**config.mk**
```make
export PLATFORM = sky130hd
export DESIGN_NAME = alu_seq
export DESIGN_NICKNAME = d
export VERILOG_FILES = /design/src/rtl/alu_seq.sv
export SDC_FILE = /design/constraint.sdc
export NUM_CORES = 1
export LEC_CHECK = 0
export ABC_AREA = 1
export BUFFER_PORTS_ARGS = -buffer_cell sky130_fd_sc_hd__buf_2
export CORE_UTILIZATION = 45
export CTS_CLUSTER_SIZE = 10
export DETAILED_ROUTE_END_ITERATION = 12
export HOLD_SLACK_MARGIN = 0.03
export PLACE_DENSITY = 0.61
export SYNTH_ARGS = -nofsm -noshare
export SYNTH_HDL_FRONTEND = slang
export SYNTH_SLANG_ARGS = --single-unit
```
**constraint.sdc**
```tcl
create_clock -name CLK -period 3 [get_ports CLK]
set_input_delay 0.6 -clock CLK [delete_from_list [all_inputs] [get_ports CLK]]
set_output_delay 0.6 -clock CLK [all_outputs]
set_load 0.05 [all_outputs]
```
**src/rtl/alu_seq.sv**
```systemverilog
// alu_seq: registered N-bit ALU with valid/ready handshakes on both sides,
// a persistent carry flag for multi-word arithmetic and an iterative
// shift-add multiplier that produces a 2N-bit product over N cycles.
module alu_seq #(
  parameter int N = 8
) (
  input  logic         CLK,
  input  logic         RST_N,
  input  logic [N-1:0] A,
  input  logic [N-1:0] B,
  input  logic [3:0]   SEL,
  input  logic         IN_VALID,
  output logic         IN_READY,
  output logic [N-1:0] SUM,
  output logic [N-1:0] HI,
  output logic         CarryOut,
  output logic         ZERO,
  output logic         NEG,
  output logic         OVF,
  output logic         OUT_VALID,
  input  logic         OUT_READY
);

  localparam int CW = $clog2(N + 1);

  localparam logic [0:0] ST_IDLE = 1'b0;
  localparam logic [0:0] ST_MUL  = 1'b1;

  localparam logic [3:0] OP_ADD  = 4'd0;
  localparam logic [3:0] OP_SUB  = 4'd1;
  localparam logic [3:0] OP_ADDC = 4'd2;
  localparam logic [3:0] OP_SUBB = 4'd3;
  localparam logic [3:0] OP_AND  = 4'd4;
  localparam logic [3:0] OP_OR   = 4'd5;
  localparam logic [3:0] OP_XOR  = 4'd6;
  localparam logic [3:0] OP_NOT  = 4'd7;
  localparam logic [3:0] OP_SHL  = 4'd8;
  localparam logic [3:0] OP_SHR  = 4'd9;
  localparam logic [3:0] OP_ROL  = 4'd10;
  localparam logic [3:0] OP_ROR  = 4'd11;
  localparam logic [3:0] OP_INC  = 4'd12;
  localparam logic [3:0] OP_DEC  = 4'd13;
  localparam logic [3:0] OP_MUL  = 4'd14;
  localparam logic [3:0] OP_CMP  = 4'd15;

  // Signed overflow of a+b: operands agree in sign but the result does not.
  function automatic logic add_ovf(input logic a_msb, input logic b_msb, input logic r_msb);
    return (a_msb == b_msb) && (r_msb != a_msb);
  endfunction

  // Signed overflow of a-b: operands differ in sign and the result sign
  // differs from a.
  function automatic logic sub_ovf(input logic a_msb, input logic b_msb, input logic r_msb);
    return (a_msb != b_msb) && (r_msb != a_msb);
  endfunction

  logic [0:0]     state_r;
  logic [CW-1:0]  cnt_r;
  logic [2*N-1:0] acc_r;
  logic [2*N-1:0] mcand_r;
  logic [N-1:0]   mplier_r;
  logic           c_r;

  logic [N-1:0]   sum_r;
  logic [N-1:0]   hi_r;
  logic           zero_r;
  logic           neg_r;
  logic           ovf_r;
  logic           out_valid_r;

  logic           in_ready_s;
  logic           accept_s;
  logic [N:0]     a_ext_s;
  logic [N:0]     b_ext_s;
  logic [N:0]     one_ext_s;
  logic [N:0]     c_ext_s;
  logic [N:0]     wide_s;
  logic [N-1:0]   res_s;
  logic           c_s;
  logic           ovf_s;
  logic           zero_s;
  logic           neg_s;
  logic [2*N-1:0] acc_next_s;

  assign a_ext_s   = {1'b0, A};
  assign b_ext_s   = {1'b0, B};
  assign one_ext_s = {{N{1'b0}}, 1'b1};
  assign c_ext_s   = {{N{1'b0}}, c_r};

  assign in_ready_s = RST_N && (state_r == ST_IDLE) && (!out_valid_r || OUT_READY);
  assign accept_s   = IN_VALID && in_ready_s;

  // Partial-product accumulation for the current multiply step.
  assign acc_next_s = acc_r + (mplier_r[0] ? mcand_r : {(2*N){1'b0}});

  // Single-cycle datapath: result and flags for the opcode on the inputs.
  always_comb begin
    wide_s = {(N+1){1'b0}};
    res_s  = {N{1'b0}};
    c_s    = 1'b0;
    ovf_s  = 1'b0;
    zero_s = 1'b0;
    neg_s  = 1'b0;
    case (SEL)
      OP_ADD: begin
        wide_s = a_ext_s + b_ext_s;
        res_s  = wide_s[N-1:0];
        c_s    = wide_s[N];
        ovf_s  = add_ovf(A[N-1], B[N-1], wide_s[N-1]);
      end
      OP_SUB, OP_CMP: begin
        wide_s = a_ext_s - b_ext_s;
        res_s  = (SEL == OP_CMP) ? A : wide_s[N-1:0];
        c_s    = wide_s[N];
        ovf_s  = sub_ovf(A[N-1], B[N-1], wide_s[N-1]);
      end
      OP_ADDC: begin
        wide_s = a_ext_s + b_ext_s + c_ext_s;
        res_s  = wide_s[N-1:0];
        c_s    = wide_s[N];
        ovf_s  = add_ovf(A[N-1], B[N-1], wide_s[N-1]);
      end
      OP_SUBB: begin
        wide_s = a_ext_s - b_ext_s - c_ext_s;
        res_s  = wide_s[N-1:0];
        c_s    = wide_s[N];
        ovf_s  = sub_ovf(A[N-1], B[N-1], wide_s[N-1]);
      end
      OP_AND: res_s = A & B;
      OP_OR:  res_s = A | B;
      OP_XOR: res_s = A ^ B;
      OP_NOT: res_s = ~A;
      OP_SHL: begin
        res_s = {A[N-2:0], 1'b0};
        c_s   = A[N-1];
      end
      OP_SHR: begin
        res_s = {1'b0, A[N-1:1]};
        c_s   = A[0];
      end
      OP_ROL: begin
        res_s = {A[N-2:0], A[N-1]};
        c_s   = A[N-1];
      end
      OP_ROR: begin
        res_s = {A[0], A[N-1:1]};
        c_s   = A[0];
      end
      OP_INC: begin
        wide_s = a_ext_s + one_ext_s;
        res_s  = wide_s[N-1:0];
        c_s    = wide_s[N];
        ovf_s  = add_ovf(A[N-1], 1'b0, wide_s[N-1]);
      end
      OP_DEC: begin
        wide_s = a_ext_s - one_ext_s;
        res_s  = wide_s[N-1:0];
        c_s    = wide_s[N];
        ovf_s  = sub_ovf(A[N-1], 1'b0, wide_s[N-1]);
      end
      default: begin
        // MUL is handled by the iterative path; nothing to compute here.
        res_s = {N{1'b0}};
      end
    endcase
    // CMP reports equality and the sign of A-B while passing A through.
    if (SEL == OP_CMP) begin
      zero_s = (A == B);
      neg_s  = wide_s[N-1];
    end else begin
      zero_s = (res_s == {N{1'b0}});
      neg_s  = res_s[N-1];
    end
  end

  // Control FSM, multiplier iteration and registered result/flags.
  always_ff @(posedge CLK) begin
    if (!RST_N) begin
      state_r     <= ST_IDLE;
      cnt_r       <= {CW{1'b0}};
      acc_r       <= {(2*N){1'b0}};
      mcand_r     <= {(2*N){1'b0}};
      mplier_r    <= {N{1'b0}};
      c_r         <= 1'b0;
      sum_r       <= {N{1'b0}};
      hi_r        <= {N{1'b0}};
      zero_r      <= 1'b0;
      neg_r       <= 1'b0;
      ovf_r       <= 1'b0;
      out_valid_r <= 1'b0;
    end else begin
      case (state_r)
        ST_IDLE: begin
          if (accept_s && (SEL == OP_MUL)) begin
            // Latch operands; the old result (if any) is consumed this edge.
            state_r     <= ST_MUL;
            cnt_r       <= CW'(N);
            acc_r       <= {(2*N){1'b0}};
            mcand_r     <= {{N{1'b0}}, A};
            mplier_r    <= B;
            out_valid_r <= 1'b0;
          end else if (accept_s) begin
            sum_r       <= res_s;
            hi_r        <= {N{1'b0}};
            c_r         <= c_s;
            zero_r      <= zero_s;
            neg_r       <= neg_s;
            ovf_r       <= ovf_s;
            out_valid_r <= 1'b1;
          end else if (OUT_READY) begin
            out_valid_r <= 1'b0;
          end else begin
            out_valid_r <= out_valid_r;
          end
        end
        ST_MUL: begin
          acc_r    <= acc_next_s;
          mcand_r  <= {mcand_r[2*N-2:0], 1'b0};
          mplier_r <= {1'b0, mplier_r[N-1:1]};
          cnt_r    <= cnt_r - CW'(1);
          if (cnt_r == CW'(1)) begin
            state_r     <= ST_IDLE;
            sum_r       <= acc_next_s[N-1:0];
            hi_r        <= acc_next_s[2*N-1:N];
            c_r         <= (acc_next_s[2*N-1:N] != {N{1'b0}});
            zero_r      <= (acc_next_s == {(2*N){1'b0}});
            neg_r       <= acc_next_s[N-1];
            ovf_r       <= 1'b0;
            out_valid_r <= 1'b1;
          end else begin
            state_r <= ST_MUL;
          end
        end
        default: begin
          state_r     <= ST_IDLE;
          out_valid_r <= 1'b0;
        end
      endcase
    end
  end

  assign IN_READY  = in_ready_s;
  assign SUM       = sum_r;
  assign HI        = hi_r;
  assign CarryOut  = c_r;
  assign ZERO      = zero_r;
  assign NEG       = neg_r;
  assign OVF       = ovf_r;
  assign OUT_VALID = out_valid_r;

endmodule

```
==> flow_metrics.py, run 1 <==
metrics = {
    "yosys": {
        "synth_seq_cells": 66,
        "synth_ff_type": "dfxtp_1",
        "avgSynthCellArea_um2": 5.94,
        "synth-edff-count": 0,
        "yosysTopAreaCell": "dfxtp_1",
        "synth_area_leaders": "dfxtp_1 22%, nand2_1 20%, ha_1 10%",
        "ys.warnings.count": 0,
        "async_reset_ff_frac": 0,
        "postSynthCellCount": 1027,
        "seq_area_frac_synth": 0.217,
        "synth_top_area_frac": 0.217,
        "ys_types": 41,
        "syn_area_um2": 6100,
        "syn_nets": 1103,
    },
    "detailed_routing": {
        "top_layer": "met4",
        "wl_met2_mm": 8.18,
        "wl_per_cell_um": 16.0,
        "wirelength_mm": 20.6,
        "vias": 6817,
        "routedLengthMet1_mm": 10.0,
        "wl_met3_mm": 1.92,
        "post_drt_via_cell_ratio": 5.32,
        "drc": 0,
        "ant_nets": 0,
        "drt_first_iter_violations": 675,
        "first_pass_iters": 6,
    },
    "clock_network": {
        "insertion_delay_ns": 0.34,
        "post-cts-setup-buffers": 0,
        "cts_tree": "yes",
        "htreeDepth": 3,
        "cts_made_buffers": 9,
        "root_buffer": "clkbuf_16",
        "postCtsHoldBufs": 0,
        "cts.sinks": 66,
        "path_clk_slew_ns": 0.05,
        "clockBufferDepth": 2,
    },
    "pwr": {
        "swShare": 0.307,
        "power_frac_seq": 0.316,
        "ir_drop_mv": 0.501,
        "power.switching_mw": 0.875,
        "power_leakage_nw": 3.50,
        "pwr-share-clk": 0.440,
        "pwr-share-comb": 0.244,
        "power_density_nw_per_um2": 400,
        "p_int_mw": 1.97,
    },
    "sta": {
        "skew_ns": 0.0114,
        "hold_viol_final": 0,
        "worst_pin_slew_ns": 0.583,
        "fmax_mhz": 374,
        "relSlewSlack": 0.610,
        "finalSetupTns_ns": 0,
        "whs_ns": 0.459,
        "setup_violations": 0,
        "slew_viol_final": 0,
        "rsz0062_at_grt": "false",
        "min_period_ns": 2.68,
        "post-route-period-util": 0.892,
        "setup_ws_ns": 0.323,
    },
    "placed_design": {
        "hpwlAfterDp_mm": 16.4,
        "io_buffers": 45,
        "gp_congestion": 0.994,
        "placedInstanceArea_um2": 6770,
        "preCtsSetupSlack_ns": 0.0280,
    },
    "cells_and_area": {
        "fin_nets": 1177,
        "nFillCells": 1418,
        "drive_above_1_share": 0.134,
        "final_util": 0.538,
        "syn_to_final_growth_pct": 16.7,
        "diodes": 0,
        "final_cell_area_um2": 7120,
    },
    "status": {
        "status": "finished clean",
    },
    "critical_path": {
        "required_ns": 3.27,
        "cp-start-kind": "primary input",
        "end_kind": "register",
        "crit_arrival_ns": 2.95,
        "rrSetupSlack_ns": 0.32,
        "critPathKind": "primary input to register",
        "path_max_fanout": 9,
    },
    "grt": {
        "antenna_found_initial": 0,
        "grt.overflow.total": 0,
        "grtUsageTotal": 0.304,
        "grt_pass1_vias": 6268,
        "grt_max_degree": 43,
        "grt_first_pass_wirelength_mm": 33.1,
    },
    "min_path": {
        "min_path_type": "register to register",
    },
    "job": {
        "maxCapViolCount": 0,
    },
    "floorplanning": {
        "chipHeight_um": 118,
        "rows": 42,
        "die-area_um2": 14000,
        "initial_core_util": 0.461,
        "coreArea_um2": 13200,
        "io_pins": 46,
        "die_width_um": 118,
    },
}
==> layout make-up <==
type	instances	area, um2	share of cell area
Clock inverter	5	100	0.0141
Tap cell	176	220	0.0309
Multi-Input combinational cell	814	4180	0.587
Inverter	115	432	0.0606
Sequential cell	66	1320	0.186
Timing Repair Buffer	95	613	0.0861
Clock buffer	11	253	0.0355
==> power groups by stage <==
stage | clock (mW) | sequential, mW | combinational [mW]
after floorplan | 0 | 0.955 | 0.387
after global placement | 0 | 0.918 | 0.684
after detailed placement | 0 | 0.918 | 0.677
after CTS | 1.27 | 0.899 | 0.680
after global routing | 1.30 | 0.901 | 0.762
final | 1.25 | 0.899 | 0.695
==> placed cells by master (no fill, tap or decap), types with 4 or more instances in the layout <==
master / count
a21oi_1: 80
a22oi_1: 6
a31oi_1: 16
buf_2: 45
buf_4: 49
clkbuf_16: 9
dfxtp_1: 65
ha_1: 49
inv_1: 105
inv_2: 7
nand2_1: 333
nand2_2: 9
nand3_1: 93
nand3b_1: 4
nand4_1: 17
nor2_1: 104
nor2_2: 8
nor3_1: 4
o21ai_0: 41
o21ai_1: 4
o21bai_1: 4
o22ai_1: 4
xnor2_1: 4
xor2_1: 10
==> registers in the layout, summed over array words and instances, names as in the netlist <==
| name | cells |
|---|---|
| HI | 8 |
| cnt_r | 4 |
| SUM | 8 |
| mcand_r | 16 |
| mplier_r | 8 |
| CarryOut | 1 |
| OUT_VALID | 1 |
| ZERO | 1 |
| NEG | 1 |
| state_r | 1 |
| acc_r | 16 |
| OVF | 1 |
==> stage by stage <==
stage / cells / power [mW]
6_report: 1282 / 2.85
5_1_grt: 1282 / 2.96
4_1_cts: 1282 / 2.84
3_5_place_dp: 1266 / 1.59
3_3_place_gp: 1266 / 1.60
2_1_floorplan: 1027 / 1.34
==> cells in the mapped netlist (all sizes together), types with 5 or more instances <==
cell type / instances
nor3: 5
buf: 15
dfxtp: 66
o21ai: 46
nand3: 95
nand2: 344
inv: 112
nor2: 113
a22oi: 6
clkbuf: 17
xor2: 10
a31oi: 16
nand4: 17
ha: 49
a21oi: 83
==> what timing repair did <==
item | CTS | global route
hold endpoints to repair | 0 | 0
gates resized for setup | 0 | 1
setup endpoints to repair | 0 | 2
==> metal layers <==
metal / vias to the layer above / global-route usage
met5: - / 0
met1: 3022 / 0.450
met2: 276 / 0.433
met4: 0 / 0.0783
met3: 38 / 0.0738
li1: 3481 / -
==> worst paths after layout <==
kind,start,to,cells past startpoint
worst max register to register,mplier_r[0],CarryOut,15
worst max-delay path,A[6],ZERO,19
worst min register to register,HI[3],HI[3],2
worst min-delay path,HI[3],HI[3],2
==> logic make-up (layout without fill, tap and decap cells) <==
family | count (synthesis) | after routing | synth area share
buf+inv | 147 | 226 | 0.0985
xor+xnor | 14 | 14 | 0.0201
flops | 66 | 66 | 0.217
fa+ha+maj | 52 | 52 | 0.110
compound gates | 164 | 164 | 0.149
simple gates | 584 | 584 | 0.406
==> critical path, stage by stage <==
cell	delay [ns]
buf_2	0.10
clkinv_1	0.09
ha_1	0.54
inv_1	0.18
nand2_1	0.09
nand2_1	0.05
a21oi_1	0.17
nand2_1	0.07
nand2_1	0.06
nand2_1	0.18
inv_1	0.13
nand2_1	0.07
nand3_2	0.09
nand2_1	0.08
nor2_2	0.11
nand3_1	0.08
nand2_1	0.06
nand2_1	0.07
a21oi_2	0.12
Power figures use the tool's default switching activity.
==> inputs of run 2 (changes only) <==
==> constraint.sdc (replaced) <==
create_clock -name CLK -period 3 [get_ports CLK]
set_input_delay 0.15 -clock CLK [delete_from_list [all_inputs] [get_ports CLK]]
set_output_delay 0.15 -clock CLK [all_outputs]
set_load 0.05 [all_outputs]
==> flow_metrics.py, run 2 (synthesized netlist as in run 1, its figures left out) <==
metrics = {
    "sta": {
        "relSlewSlack": 0.310,
        "slew_viol_final": 0,
        "worst_pin_slew_ns": 1.03,
        "setup_violations": 0,
        "skew_ns": 0.00914,
        "min_period_ns": 2.56,
        "rsz0062_at_grt": "false",
        "post-route-period-util": 0.853,
        "finalSetupTns_ns": 0,
        "hold_viol_final": 0,
        "fmax_mhz": 391,
    },
    "detailed_routing": {
        "first_pass_iters": 5,
        "wirelength_mm": 20.8,
        "ant_nets": 0,
        "wl_per_cell_um": 16.5,
        "post_drt_via_cell_ratio": 5.46,
        "drc": 0,
        "drt_first_iter_violations": 674,
        "vias": 6885,
    },
    "cells_and_area": {
        "top_regs": "acc_r (16), mcand_r (16)",
        "final_cell_area_um2": 6920,
        "syn_to_final_growth_pct": 13.4,
        "diodes": 0,
        "drive_above_1_share": 0.115,
        "nFillCells": 1439,
        "fin_nets": 1155,
        "mostFrequentLayoutCell": "nand2_1",
        "final_util": 0.522,
        "final_cell_mix": "333 x nand2_1, 105 x inv_1, 104 x nor2_1",
    },
    "clock_network": {
        "path_clk_slew_ns": 0.06,
        "htreeDepth": 3,
        "post-cts-setup-buffers": 0,
        "postCtsHoldBufs": 0,
        "root_buffer": "clkbuf_16",
        "clockBufferDepth": 2,
        "cts_tree": "yes",
        "cts_resized": 0,
        "insertion_delay_ns": 0.34,
        "cts.sinks": 66,
        "cts_made_buffers": 9,
    },
    "placed_design": {
        "placedInstanceArea_um2": 6590,
        "hpwlAfterDp_mm": 16.6,
        "io_buffers": 45,
        "gp_congestion": 0.983,
    },
    "pwr": {
        "power_leakage_nw": 3.37,
        "ir_drop_mv": 0.306,
        "total_power_mw": 2.70,
        "power_density_nw_per_um2": 391,
    },
    "critical_path": {
        "rrSetupSlack_ns": 0.44,
        "path_max_fanout": 10,
        "required_ns": 3.26,
        "critPathKind": "primary input to register",
        "end_kind": "register",
        "cp-start-kind": "primary input",
        "crit_arrival_ns": 2.82,
        "crit_path_top_delay_cell": "fa_1",
        "crit_path_cell_trace": "buf_2, inv_2, ha_1, fa_1, inv_1, nand3_1, nand3_1, nand2_1, nand3_1, nand4_1, nor2_1, nand2_1, nor2_1, nand3_1, nand2_1, nand2_1, a21oi_2",
        "cpPeakStageDelay_ns": 0.44,
    },
    "grt": {
        "grt.overflow.total": 0,
        "grt_max_degree": 60,
        "grtUsageTotal": 0.303,
        "grt_pass1_vias": 6018,
        "antenna_found_initial": 1,
        "grt_first_pass_wirelength_mm": 33.0,
    },
    "min_path": {
        "min_path_type": "primary input to register",
    },
    "floorplanning": {
        "chipHeight_um": 118,
        "rows": 42,
        "io_pins": 46,
        "die_width_um": 118,
        "die-area_um2": 14000,
        "coreArea_um2": 13200,
        "initial_core_util": 0.461,
    },
    "status": {
        "status": "finished clean",
    },
    "job": {
        "maxCapViolCount": 0,
    },
}
## run 2: metal layers
| layer | vias up | wire length (um) | track usage |
|---|---|---|---|
| met2 | 272 | 8400 | 0.426 |
| met5 | - | 13 | 0 |
| met1 | 3159 | 10400 | 0.468 |
| met3 | 14 | 1770 | 0.0584 |
| met4 | 2 | 176 | 0.0617 |
| li1 | 3438 | - | - |
## run 2: report_power, final
| group | total [mW] | switching [mW] | internal, mW |
|---|---|---|---|
| Clock | 1.16 | 0.404 | 0.751 |
| Combinational | 0.650 | 0.459 | 0.191 |
| Sequential | 0.899 | 0.00826 | 0.891 |
| Total | 2.70 | 0.872 | 1.83 |
## run 2: layout make-up
type | count | area (um2) | share of cell area
flip-flops and latches | 66 | 1320 | 0.191
inverters | 115 | 432 | 0.0624
multi-input cells | 814 | 4180 | 0.604
clock inverters | 6 | 90.1 | 0.0130
repair buffers | 73 | 435 | 0.0629
clock buffers | 10 | 239 | 0.0345
well taps | 176 | 220 | 0.0318
## run 2: final timing paths
check	from	endpoint	depth (start not counted)
max	A[0]	ZERO	17
max reg2reg	mplier_r[0]	CarryOut	17
min	B[7]	mplier_r[7]	3
min reg2reg	HI[0]	HI[0]	2
## run 2: per-stage QoR
stage	hold WS, ns	setup slack (ns)	std cells
3_3_place_gp	0.451	0.170	1244
4_1_cts	0.127	0.439	1260
6_report	0.128	0.442	1260
3_5_place_dp	0.455	0.191	1244
5_1_grt	0.133	0.0657	1260
2_1_floorplan	0.288	0.556	1027
## run 2: worst max-delay path, delay by kind of cell
| family | cells | cell delay, ns |
|---|---|---|
| and+or+nand+nor | 11 | 1.35 |
| AOI/OAI and AO/OA | 1 | 0.12 |
| buffers and inverters | 3 | 0.49 |
| adders and majority gates | 2 | 0.73 |
